## config.mk

```make
export PLATFORM = sky130hd
export DESIGN_NAME = hazard_forward_ctrl_flat
export DESIGN_NICKNAME = d
export VERILOG_FILES = /design/src/rtl/hazard_forward_ctrl_if.sv /design/src/rtl/hazard_forward_ctrl.sv /design/src/flat_wrapper.sv
export SDC_FILE = /design/constraint.sdc
export NUM_CORES = 1
export LEC_CHECK = 0
export CELL_PAD_IN_SITES_DETAIL_PLACEMENT = 1
export CELL_PAD_IN_SITES_GLOBAL_PLACEMENT = 2
export CORE_MARGIN = 1.5
export CORE_UTILIZATION = 36
export DETAILED_ROUTE_END_ITERATION = 12
export GPL_ROUTABILITY_DRIVEN = 0
export GPL_TIMING_DRIVEN = 0
export HOLD_SLACK_MARGIN = 0.15
export PLACE_DENSITY_LB_ADDON = 0.1
export SYNTH_ARGS = -nofsm -noshare
export SYNTH_HDL_FRONTEND = slang
export SYNTH_SLANG_ARGS = --single-unit
```

## constraint.sdc

```tcl
create_clock -name clk -period 3.2 [get_ports clk]
set_input_delay 0.64 -clock clk [delete_from_list [all_inputs] [get_ports clk]]
set_output_delay 0.64 -clock clk [all_outputs]
set_load 0.01 [all_outputs]
```

## src/rtl/hazard_forward_ctrl_if.sv

```systemverilog
// Hazard-controller signal bundle: ID-stage instruction info and branch outcome in,
// forwarding selects, pipeline enables and performance counters out.
interface hazard_forward_ctrl_if #(
    parameter int unsigned REG_ADDR_W = 5,
    parameter int unsigned CNT_W      = 16
);
    logic                  id_valid;
    logic [REG_ADDR_W-1:0] id_rs;
    logic [REG_ADDR_W-1:0] id_rt;
    logic                  id_uses_rs;
    logic                  id_uses_rt;
    logic [REG_ADDR_W-1:0] id_rd;
    logic                  id_reg_write;
    logic                  id_mem_read;
    logic                  branch_taken;
    logic [1:0]            fwd_a_sel;
    logic [1:0]            fwd_b_sel;
    logic                  stall;
    logic                  pc_write_en;
    logic                  ifid_write_en;
    logic                  ifid_flush;
    logic                  idex_bubble;
    logic [CNT_W-1:0]      stall_count;
    logic [CNT_W-1:0]      flush_count;

    modport master (
        output id_valid, id_rs, id_rt, id_uses_rs, id_uses_rt, id_rd, id_reg_write,
               id_mem_read, branch_taken,
        input  fwd_a_sel, fwd_b_sel, stall, pc_write_en, ifid_write_en, ifid_flush,
               idex_bubble, stall_count, flush_count
    );

    modport slave (
        input  id_valid, id_rs, id_rt, id_uses_rs, id_uses_rt, id_rd, id_reg_write,
               id_mem_read, branch_taken,
        output fwd_a_sel, fwd_b_sel, stall, pc_write_en, ifid_write_en, ifid_flush,
               idex_bubble, stall_count, flush_count
    );
endinterface

```

## src/rtl/hazard_forward_ctrl.sv

```systemverilog
// Pipeline hazard controller: EX operand forwarding, load-use stall, branch flush,
// with a shadow copy of EX/MEM/WB register usage and saturating event counters.
module hazard_forward_ctrl #(
    parameter int unsigned REG_ADDR_W = 5,
    parameter int unsigned CNT_W      = 16
) (
    input logic                  clk,
    input logic                  rst_n,
    hazard_forward_ctrl_if.slave bus
);
    logic                  ex_valid, ex_uses_rs, ex_uses_rt, ex_wr, ex_memrd;
    logic [REG_ADDR_W-1:0] ex_rs, ex_rt, ex_rd;
    logic                  mem_valid, mem_wr;
    logic [REG_ADDR_W-1:0] mem_rd;
    logic                  wb_valid, wb_wr;
    logic [REG_ADDR_W-1:0] wb_rd;
    logic [CNT_W-1:0]      stall_cnt, flush_cnt;
    logic                  stall, bubble;
    logic [1:0]            fwd_a, fwd_b;

    function automatic logic [1:0] fwd_sel(input logic                  uses,
                                           input logic [REG_ADDR_W-1:0] src);
        logic [1:0] sel;
        sel = 2'b00;
        if (ex_valid && uses) begin
            if (mem_valid && mem_wr && (mem_rd != '0) && (mem_rd == src)) begin
                sel = 2'b01;
            end else if (wb_valid && wb_wr && (wb_rd != '0) && (wb_rd == src)) begin
                sel = 2'b10;
            end
        end
        return sel;
    endfunction

    always_comb begin
        // A taken branch kills the ID instruction, so it cannot cause a stall.
        stall = bus.id_valid && ex_valid && ex_memrd && ex_wr && (ex_rd != '0) &&
                ((bus.id_uses_rs && (bus.id_rs == ex_rd)) ||
                 (bus.id_uses_rt && (bus.id_rt == ex_rd))) && !bus.branch_taken;
        bubble = stall || bus.branch_taken;
        fwd_a  = fwd_sel(ex_uses_rs, ex_rs);
        fwd_b  = fwd_sel(ex_uses_rt, ex_rt);
    end

    assign bus.stall         = stall;
    assign bus.pc_write_en   = !stall;
    assign bus.ifid_write_en = !stall;
    assign bus.ifid_flush    = bus.branch_taken;
    assign bus.idex_bubble   = bubble;
    assign bus.fwd_a_sel     = fwd_a;
    assign bus.fwd_b_sel     = fwd_b;
    assign bus.stall_count   = stall_cnt;
    assign bus.flush_count   = flush_cnt;

    always_ff @(posedge clk or negedge rst_n) begin
        if (!rst_n) begin
            ex_valid   <= 1'b0;
            ex_rs      <= '0;
            ex_rt      <= '0;
            ex_uses_rs <= 1'b0;
            ex_uses_rt <= 1'b0;
            ex_rd      <= '0;
            ex_wr      <= 1'b0;
            ex_memrd   <= 1'b0;
            mem_valid  <= 1'b0;
            mem_rd     <= '0;
            mem_wr     <= 1'b0;
            wb_valid   <= 1'b0;
            wb_rd      <= '0;
            wb_wr      <= 1'b0;
            stall_cnt  <= '0;
            flush_cnt  <= '0;
        end else begin
            wb_valid  <= mem_valid;
            wb_rd     <= mem_rd;
            wb_wr     <= mem_wr;
            mem_valid <= ex_valid;
            mem_rd    <= ex_rd;
            mem_wr    <= ex_wr;
            if (bubble) begin
                ex_valid   <= 1'b0;
                ex_rs      <= '0;
                ex_rt      <= '0;
                ex_uses_rs <= 1'b0;
                ex_uses_rt <= 1'b0;
                ex_rd      <= '0;
                ex_wr      <= 1'b0;
                ex_memrd   <= 1'b0;
            end else begin
                ex_valid   <= bus.id_valid;
                ex_rs      <= bus.id_rs;
                ex_rt      <= bus.id_rt;
                ex_uses_rs <= bus.id_uses_rs;
                ex_uses_rt <= bus.id_uses_rt;
                ex_rd      <= bus.id_rd;
                ex_wr      <= bus.id_reg_write;
                ex_memrd   <= bus.id_mem_read;
            end
            if (stall && (stall_cnt != '1)) begin
                stall_cnt <= stall_cnt + 1'b1;
            end
            if (bus.branch_taken && (flush_cnt != '1)) begin
                flush_cnt <= flush_cnt + 1'b1;
            end
        end
    end
endmodule

```

## src/flat_wrapper.sv

```systemverilog
// flat-port wrapper written by rule: the top's interface ports become plain ports
module hazard_forward_ctrl_flat 
#(
    parameter int unsigned REG_ADDR_W = 5,
    parameter int unsigned CNT_W      = 16
)
  (clk, rst_n, bus_id_valid, bus_id_rs, bus_id_rt, bus_id_uses_rs, bus_id_uses_rt, bus_id_rd, bus_id_reg_write, bus_id_mem_read, bus_branch_taken, bus_fwd_a_sel, bus_fwd_b_sel, bus_stall, bus_pc_write_en, bus_ifid_write_en, bus_ifid_flush, bus_idex_bubble, bus_stall_count, bus_flush_count);
  hazard_forward_ctrl_if #(.REG_ADDR_W(REG_ADDR_W), .CNT_W(CNT_W)) bus_i ();
  input logic clk;
  input logic rst_n;
  input wire logic [$bits(bus_i.id_valid)-1:0] bus_id_valid;
  input wire logic [$bits(bus_i.id_rs)-1:0] bus_id_rs;
  input wire logic [$bits(bus_i.id_rt)-1:0] bus_id_rt;
  input wire logic [$bits(bus_i.id_uses_rs)-1:0] bus_id_uses_rs;
  input wire logic [$bits(bus_i.id_uses_rt)-1:0] bus_id_uses_rt;
  input wire logic [$bits(bus_i.id_rd)-1:0] bus_id_rd;
  input wire logic [$bits(bus_i.id_reg_write)-1:0] bus_id_reg_write;
  input wire logic [$bits(bus_i.id_mem_read)-1:0] bus_id_mem_read;
  input wire logic [$bits(bus_i.branch_taken)-1:0] bus_branch_taken;
  output wire logic [$bits(bus_i.fwd_a_sel)-1:0] bus_fwd_a_sel;
  output wire logic [$bits(bus_i.fwd_b_sel)-1:0] bus_fwd_b_sel;
  output wire logic [$bits(bus_i.stall)-1:0] bus_stall;
  output wire logic [$bits(bus_i.pc_write_en)-1:0] bus_pc_write_en;
  output wire logic [$bits(bus_i.ifid_write_en)-1:0] bus_ifid_write_en;
  output wire logic [$bits(bus_i.ifid_flush)-1:0] bus_ifid_flush;
  output wire logic [$bits(bus_i.idex_bubble)-1:0] bus_idex_bubble;
  output wire logic [$bits(bus_i.stall_count)-1:0] bus_stall_count;
  output wire logic [$bits(bus_i.flush_count)-1:0] bus_flush_count;
  assign bus_i.id_valid = bus_id_valid;
  assign bus_i.id_rs = bus_id_rs;
  assign bus_i.id_rt = bus_id_rt;
  assign bus_i.id_uses_rs = bus_id_uses_rs;
  assign bus_i.id_uses_rt = bus_id_uses_rt;
  assign bus_i.id_rd = bus_id_rd;
  assign bus_i.id_reg_write = bus_id_reg_write;
  assign bus_i.id_mem_read = bus_id_mem_read;
  assign bus_i.branch_taken = bus_branch_taken;
  assign bus_fwd_a_sel = bus_i.fwd_a_sel;
  assign bus_fwd_b_sel = bus_i.fwd_b_sel;
  assign bus_stall = bus_i.stall;
  assign bus_pc_write_en = bus_i.pc_write_en;
  assign bus_ifid_write_en = bus_i.ifid_write_en;
  assign bus_ifid_flush = bus_i.ifid_flush;
  assign bus_idex_bubble = bus_i.idex_bubble;
  assign bus_stall_count = bus_i.stall_count;
  assign bus_flush_count = bus_i.flush_count;
  hazard_forward_ctrl #(.REG_ADDR_W(REG_ADDR_W), .CNT_W(CNT_W)) u_core (.clk(clk), .rst_n(rst_n), .bus(bus_i));
endmodule
```

=== Yosys cells after proc, flatten, opt, wreduce, memory -nomap -nowiden ===
Index checks and enable logic that the tools add are counted.

* Bits in registers: 66
* Input bits: 23
* Output and inout bits: 41
* Word-level logic and storage cells: 67

* Add/sub/neg operators: 2
* Equality and inequality tests: 8
* Muxes and demuxes: 14
* Reduce and logical (&&, ||, !) cells: 27

{| class="wikitable"
|+ Operators with widths
! operator !! number
|-
| 16-bit by 1-bit adder with 16-bit output, second input constant || 2
|-
| 16-bit inequality test, second input constant || 2
|-
| 5-bit == test || 6
|-
| 1-bit logical AND || 20
|-
| 5-bit 2-to-1 mux || 3
|-
| 5-bit nonzero test || 3
|-
| 2-bit 2-to-1 mux || 6
|-
| 1-bit 2-to-1 mux || 5
|-
| 1-bit logical NOT || 2
|-
| 1-bit logical OR || 2
|}

=== Depth between registers and ports, before layout ===
* Depth in word-level cells: 8
* Gate-level depth with buffers: 6
* Mapped depth without buffers: 6

=== Least setup slack after synthesis ===
Ideal clock, no wire load.

* Path kind: input to output
* From: in bus_id_rt[0]
* To: out bus_pc_write_en
* Arrival: 1.598 ns
* Data required time: 2.560 ns
* Path slack: 0.962 ns
* Cell stages on the path: 6
* Buffers on the path: 2
* Cells stage by stage: xnor2_1 > nand4_1 > o22ai_2 > buf_4 > nand2_1 > buf_4

* Word-level cells in the longest chain between the ends: 6

{| class="wikitable"
|+ Ends and longest elaborated chain
! item !! RTL line !! source
|-
| start, declared || flat_wrapper.sv:13 || <nowiki>input wire logic [$bits(bus_i.id_rt)-1:0] bus_id_rt;</nowiki>
|-
| 5-bit == test || hazard_forward_ctrl.sv:39 || <nowiki>(bus.id_uses_rt && (bus.id_rt == ex_rd))) && !bus.branch_taken;</nowiki>
|-
| 1-bit logical AND || hazard_forward_ctrl.sv:39 ||
|-
| 1-bit logical OR || hazard_forward_ctrl.sv:38 || <nowiki>((bus.id_uses_rs && (bus.id_rs == ex_rd)) ||</nowiki>
|-
| 1-bit logical AND || hazard_forward_ctrl.sv:37 || <nowiki>stall = bus.id_valid && ex_valid && ex_memrd && ex_wr && (ex_rd != '0) &&</nowiki>
|-
| 1-bit logical AND || hazard_forward_ctrl.sv:39 ||
|-
| 1-bit logical NOT || - ||
|-
| end, declared || flat_wrapper.sv:23 || <nowiki>output wire logic [$bits(bus_i.pc_write_en)-1:0] bus_pc_write_en;</nowiki>
|}

Every way passes these cells.

=== Worst setup path in the final report ===
* From: reg u_core.mem_rd[0]
* To: out bus_fwd_b_sel[0]

* Word-level cells in the longest chain between the ends: 5
* Elaborated cells between the ends (all ways): 6
* Classes of those cells: 1 x eq/ne; 2 x mux; 3 x reduce/logical

{| class="wikitable"
|+ Ends and longest elaborated chain
! item !! RTL line !! source
|-
| start, declared || hazard_forward_ctrl.sv:14 || <nowiki>logic [REG_ADDR_W-1:0] mem_rd;</nowiki>
|-
| start signal, assigned || hazard_forward_ctrl.sv:78 || <nowiki>mem_rd <= ex_rd;</nowiki>
|-
| 5-bit nonzero test || hazard_forward_ctrl.sv:26 || <nowiki>if (mem_valid && mem_wr && (mem_rd != '0) && (mem_rd == src)) begin</nowiki>
|-
| 1-bit logical AND || hazard_forward_ctrl.sv:26 ||
|-
| 1-bit logical AND (*) || hazard_forward_ctrl.sv:26 ||
|-
| 2-bit 2-to-1 mux (*) || hazard_forward_ctrl.sv:26 ||
|-
| 2-bit 2-to-1 mux (*) || hazard_forward_ctrl.sv:25 || <nowiki>if (ex_valid && uses) begin</nowiki>
|-
| end, declared || flat_wrapper.sv:21 || <nowiki>output wire logic [$bits(bus_i.fwd_b_sel)-1:0] bus_fwd_b_sel;</nowiki>
|}

Mark *: on every way between the ends. The rest lies on a longest branch, timed or not.

==> results.md <==
- CTS buffer count: 9
- Fin nets: 370
- Seq cells post-synth: 66
- TritonCTS clock tree: done
- FP Rows: 33
- Total number of vias: between 2000 and 2500
- EDFF count, synth: 0
- VDD IR max: 0.216 mV
- DR iter-0 viols: 48
- Post-CTS Hold Buffers: 0
- Synth Flop Type: dfrtp_1
- Total Wirelength: ~7.3 mm
- Final setup fails: 0
- DPL Wire Length: 5.33 mm
- Net Count, Synth: between 200 and 300
- Internal Power: 0.00161 W
- Max cap viols: 0
- DRC: 0
- CP startpoint kind: flip-flop
- Clock Latency Late Sink: about 0.34 ns
- Initial antenna violation count: 0
- Slew @ Worst Pin: between 0.8 and 0.9 ns
- Reg2Reg Setup Slack: 1.30 ns
- Worst Hold Class: input port to async pin
- # port buffers: 63
- Synthesized instance count: about 260
- DP Area: 3880 um^2
- Overall Global Routing Usage: 0.175
- Final instance area: 4220 um^2
- Die area: 9230 um^2
- PwrDens: 518 nW/um^2
- Flop pwr share: 0.448
- Fin crit share: 0.970
- Crit path DAT: between 2 and 2.5 ns
- Switching part of the total: 0.263
- Seq/Total Area, Yosys: 0.530
- Starting Density: 0.376
- Fin crit period: 3.10 ns
- Power share of the combinational group: 0.153
- Synth warnings: 0
- Clock share of power: 0.399
- First-pass GRT wire length: 12.0 mm
- Syn avg cell area: 11.9 um^2
- Worst Clk Skew: 0.00924 ns
- Asr flop ratio synth: 1.00
- Slew HR: 0.444
- Antenna-violating nets left: 0
- Finished Layout Cells: about 460
- Yosys cell types: ~40
- Die Ht: 96.1 um
- Slew Limit Fails: 0
- Reg2Reg Depth: 6
- CTS HTree Levels: 3
- Mapped cell area: 3120 um^2
- Filler cells: 895
- WS Path Type: flip-flop to primary output
- Pin count of the biggest net entering global routing: 67
- RSZ-0062 raised after global routing: yes
- Layout area overhead: 35.4%
- Core ar.: 8300 um^2
- Clk sink count: 66
- Reg clk slew, reported paths: approximately 0.08 ns
- Layout cells sized above 1: 0.163
- N_diodes: 0
- Post-Place Cells: between 400 and 500
- Die Wd: slightly below 100 um
- Clk root buf: clkbuf_8
- Worst EP required: 2.56 ns
- Avg WL per Cell: 16.0 um
- CP Max Fanout: 3
- GRT overflow: 0
- F_max: 322 MHz
- LEAKAGE: 1.92 nW
- Vias in the first global route: 2324
- Bufs on Longest Clock Path: 2
- I/O pin total: 64
- DRT Pass-1 Iters: 4
- Sw power: 0.000575 W
- Vias per cell: 5.00
- Status: finished, final reports clean
- Final hold vios: 0
- Crit. End Element: primary output
## cells by family after synthesis
kind of cell | count (synthesis) | share of synthesized area
muxes | 4 | 0.0156
DFF | 66 | 0.530
adders and majority gates | 2 | 0.00802
xor gates and xnor gates | 57 | 0.160
buffers and inverters | 8 | 0.0132
and+or+nand+nor | 113 | 0.232
AOI/OAI and AO/OA | 13 | 0.0417
## power groups by stage
stage | Combinational [W] | Sequential (W) | Clock (W)
floorplan | 0.000141 | 0.000999 | 0
global placement | 0.000322 | 0.000997 | 0
detailed placement | 0.000329 | 0.000999 | 0
CTS | 0.000337 | 0.000982 | 0.000896
global route | 0.000373 | 0.000996 | 0.000945
finish | 0.000334 | 0.000980 | 0.000873
## through the flow
stage	hold slack (ns)	worst slack [ns]	total power, W	utilization	TNS [ns]
3_5_place_dp	0.367	-0.339	0.00133	0.467	-0.899
2_1_floorplan	0.344	0.962	0.00114	-	0
3_3_place_gp	0.371	-0.849	0.00132	0.468	-56.51
4_1_cts	0.399	0.0191	0.00221	0.504	0
5_1_grt	0.420	-0.0467	0.00231	0.509	-0.0773
6_report	0.395	0.0975	0.00219	0.509	0
## worst max-delay path, stage by stage, from the launching register on
cell	delay, ns
dfrtp_1	0.41
or4_1	0.54
o211ai_1	0.33
nor4_1	0.15
and3_2	0.23
clkdlybuf4s50_1	0.47
## layout make-up
cell class | instances | area, um^2 | share of cell area
flip-flops and latches | 66 | 1650 | 0.391
inverters | 3 | 11.3 | 0.00267
plain buffers | 5 | 43.8 | 0.0104
repair buffers | 71 | 693 | 0.164
clock buffers | 9 | 124 | 0.0293
multi-input cells | 189 | 1440 | 0.342
clock inverters | 7 | 125 | 0.0296
well taps | 105 | 131 | 0.0311
## layer usage
metal | up-vias | GRT usage | wire length, um
met5 | - | 0 | 0
li1 | 1074 | - | -
met1 | 1149 | 0.246 | 3370
met4 | 0 | 0.0404 | 55
met3 | 5 | 0.0474 | 279
met2 | 47 | 0.268 | 3570
## synth_stat cells, types with 2 or more instances
library cell	n	area [um^2]
a21oi_1	4	20.0
and2_1	23	144
and3_1	3	18.8
and3_2	3	22.5
buf_4	3	22.5
clkbuf_1	2	7.51
dfrtp_1	66	1650
ha_1	2	25.0
inv_1	2	7.51
mux2_2	3	33.8
nand2_1	17	63.8
nand2_4	2	22.5
nand3_1	9	45.0
nand4_1	14	87.6
nor2_1	12	45.0
nor3_1	7	35.0
nor4_1	4	25.0
nor4b_2	5	75.1
o2111ai_1	2	17.5
o211ai_1	2	15.0
or3_1	2	12.5
or4_1	2	15.0
xnor2_1	32	280
xor2_1	25	219
## registers in the layout, indices dropped and copies added, names as in the netlist
| register | count |
|---|---|
| u_core.mem_wr | 1 |
| u_core.bus.flush_count | 16 |
| u_core.ex_rs | 5 |
| u_core.wb_wr | 1 |
| u_core.ex_uses_rt | 1 |
| u_core.mem_valid | 1 |
| u_core.ex_wr | 1 |
| u_core.bus.stall_count | 16 |
| u_core.wb_valid | 1 |
| u_core.wb_rd | 5 |
| u_core.ex_rd | 5 |
| u_core.mem_rd | 5 |
| u_core.ex_rt | 5 |
| u_core.ex_memrd | 1 |
| u_core.ex_uses_rs | 1 |
| u_core.ex_valid | 1 |
## worst paths after layout
kind                                                            start                                     end
worst max-delay path                       u_core.mem_rd[0]$_DFF_PN0_                        bus_fwd_b_sel[0]
worst min-delay path                                            rst_n  u_core.bus.flush_count[15]$_DFFE_PN0P_
worst max register to register  u_core.bus.flush_count[0]$_DFFE_PN0P_  u_core.bus.flush_count[14]$_DFFE_PN0P_
worst min register to register                 u_core.ex_wr$_DFF_PN0_                 u_core.mem_wr$_DFF_PN0_
max in group asynchronous                                       rst_n   u_core.bus.stall_count[6]$_DFFE_PN0P_
min in group clk                               u_core.ex_wr$_DFF_PN0_                 u_core.mem_wr$_DFF_PN0_
## layout by cell type, fill, tap and decap left out, drive strengths merged
| cell | count |
|---|---|
| inv | 4 |
| and2 | 23 |
| a21oi | 4 |
| nor3 | 9 |
| nor2 | 12 |
| bufinv | 3 |
| clkinv | 3 |
| nand2b | 1 |
| o211ai | 2 |
| nor4b | 5 |
| nor2b | 1 |
| or2 | 1 |
| or4 | 2 |
| a211o | 1 |
| o2111ai | 2 |
| or3 | 2 |
| clkdlybuf4s50 | 57 |
| nand3b | 1 |
| mux2 | 4 |
| o41ai | 1 |
| xnor2 | 32 |
| and4 | 1 |
| o22ai | 1 |
| dfrtp | 66 |
| buf | 12 |
| and3 | 6 |
| clkbuf | 11 |
| nand3 | 9 |
| xor2 | 25 |
| ha | 2 |
| dlymetal6s2s | 3 |
| nand2 | 19 |
| nand4 | 16 |
| nor3b | 1 |
| nor4 | 4 |
| a211oi | 1 |
| o21bai | 1 |
| dlygate4sd2 | 2 |
## repair_timing
action / CTS / global route
endpoints found under the setup margin: 5 / 5
gates resized for setup: 8 / 4
pin swaps: 3 / 3
setup buffers: 4 / 4
Note: power is estimated with default switching activity, not from simulation.
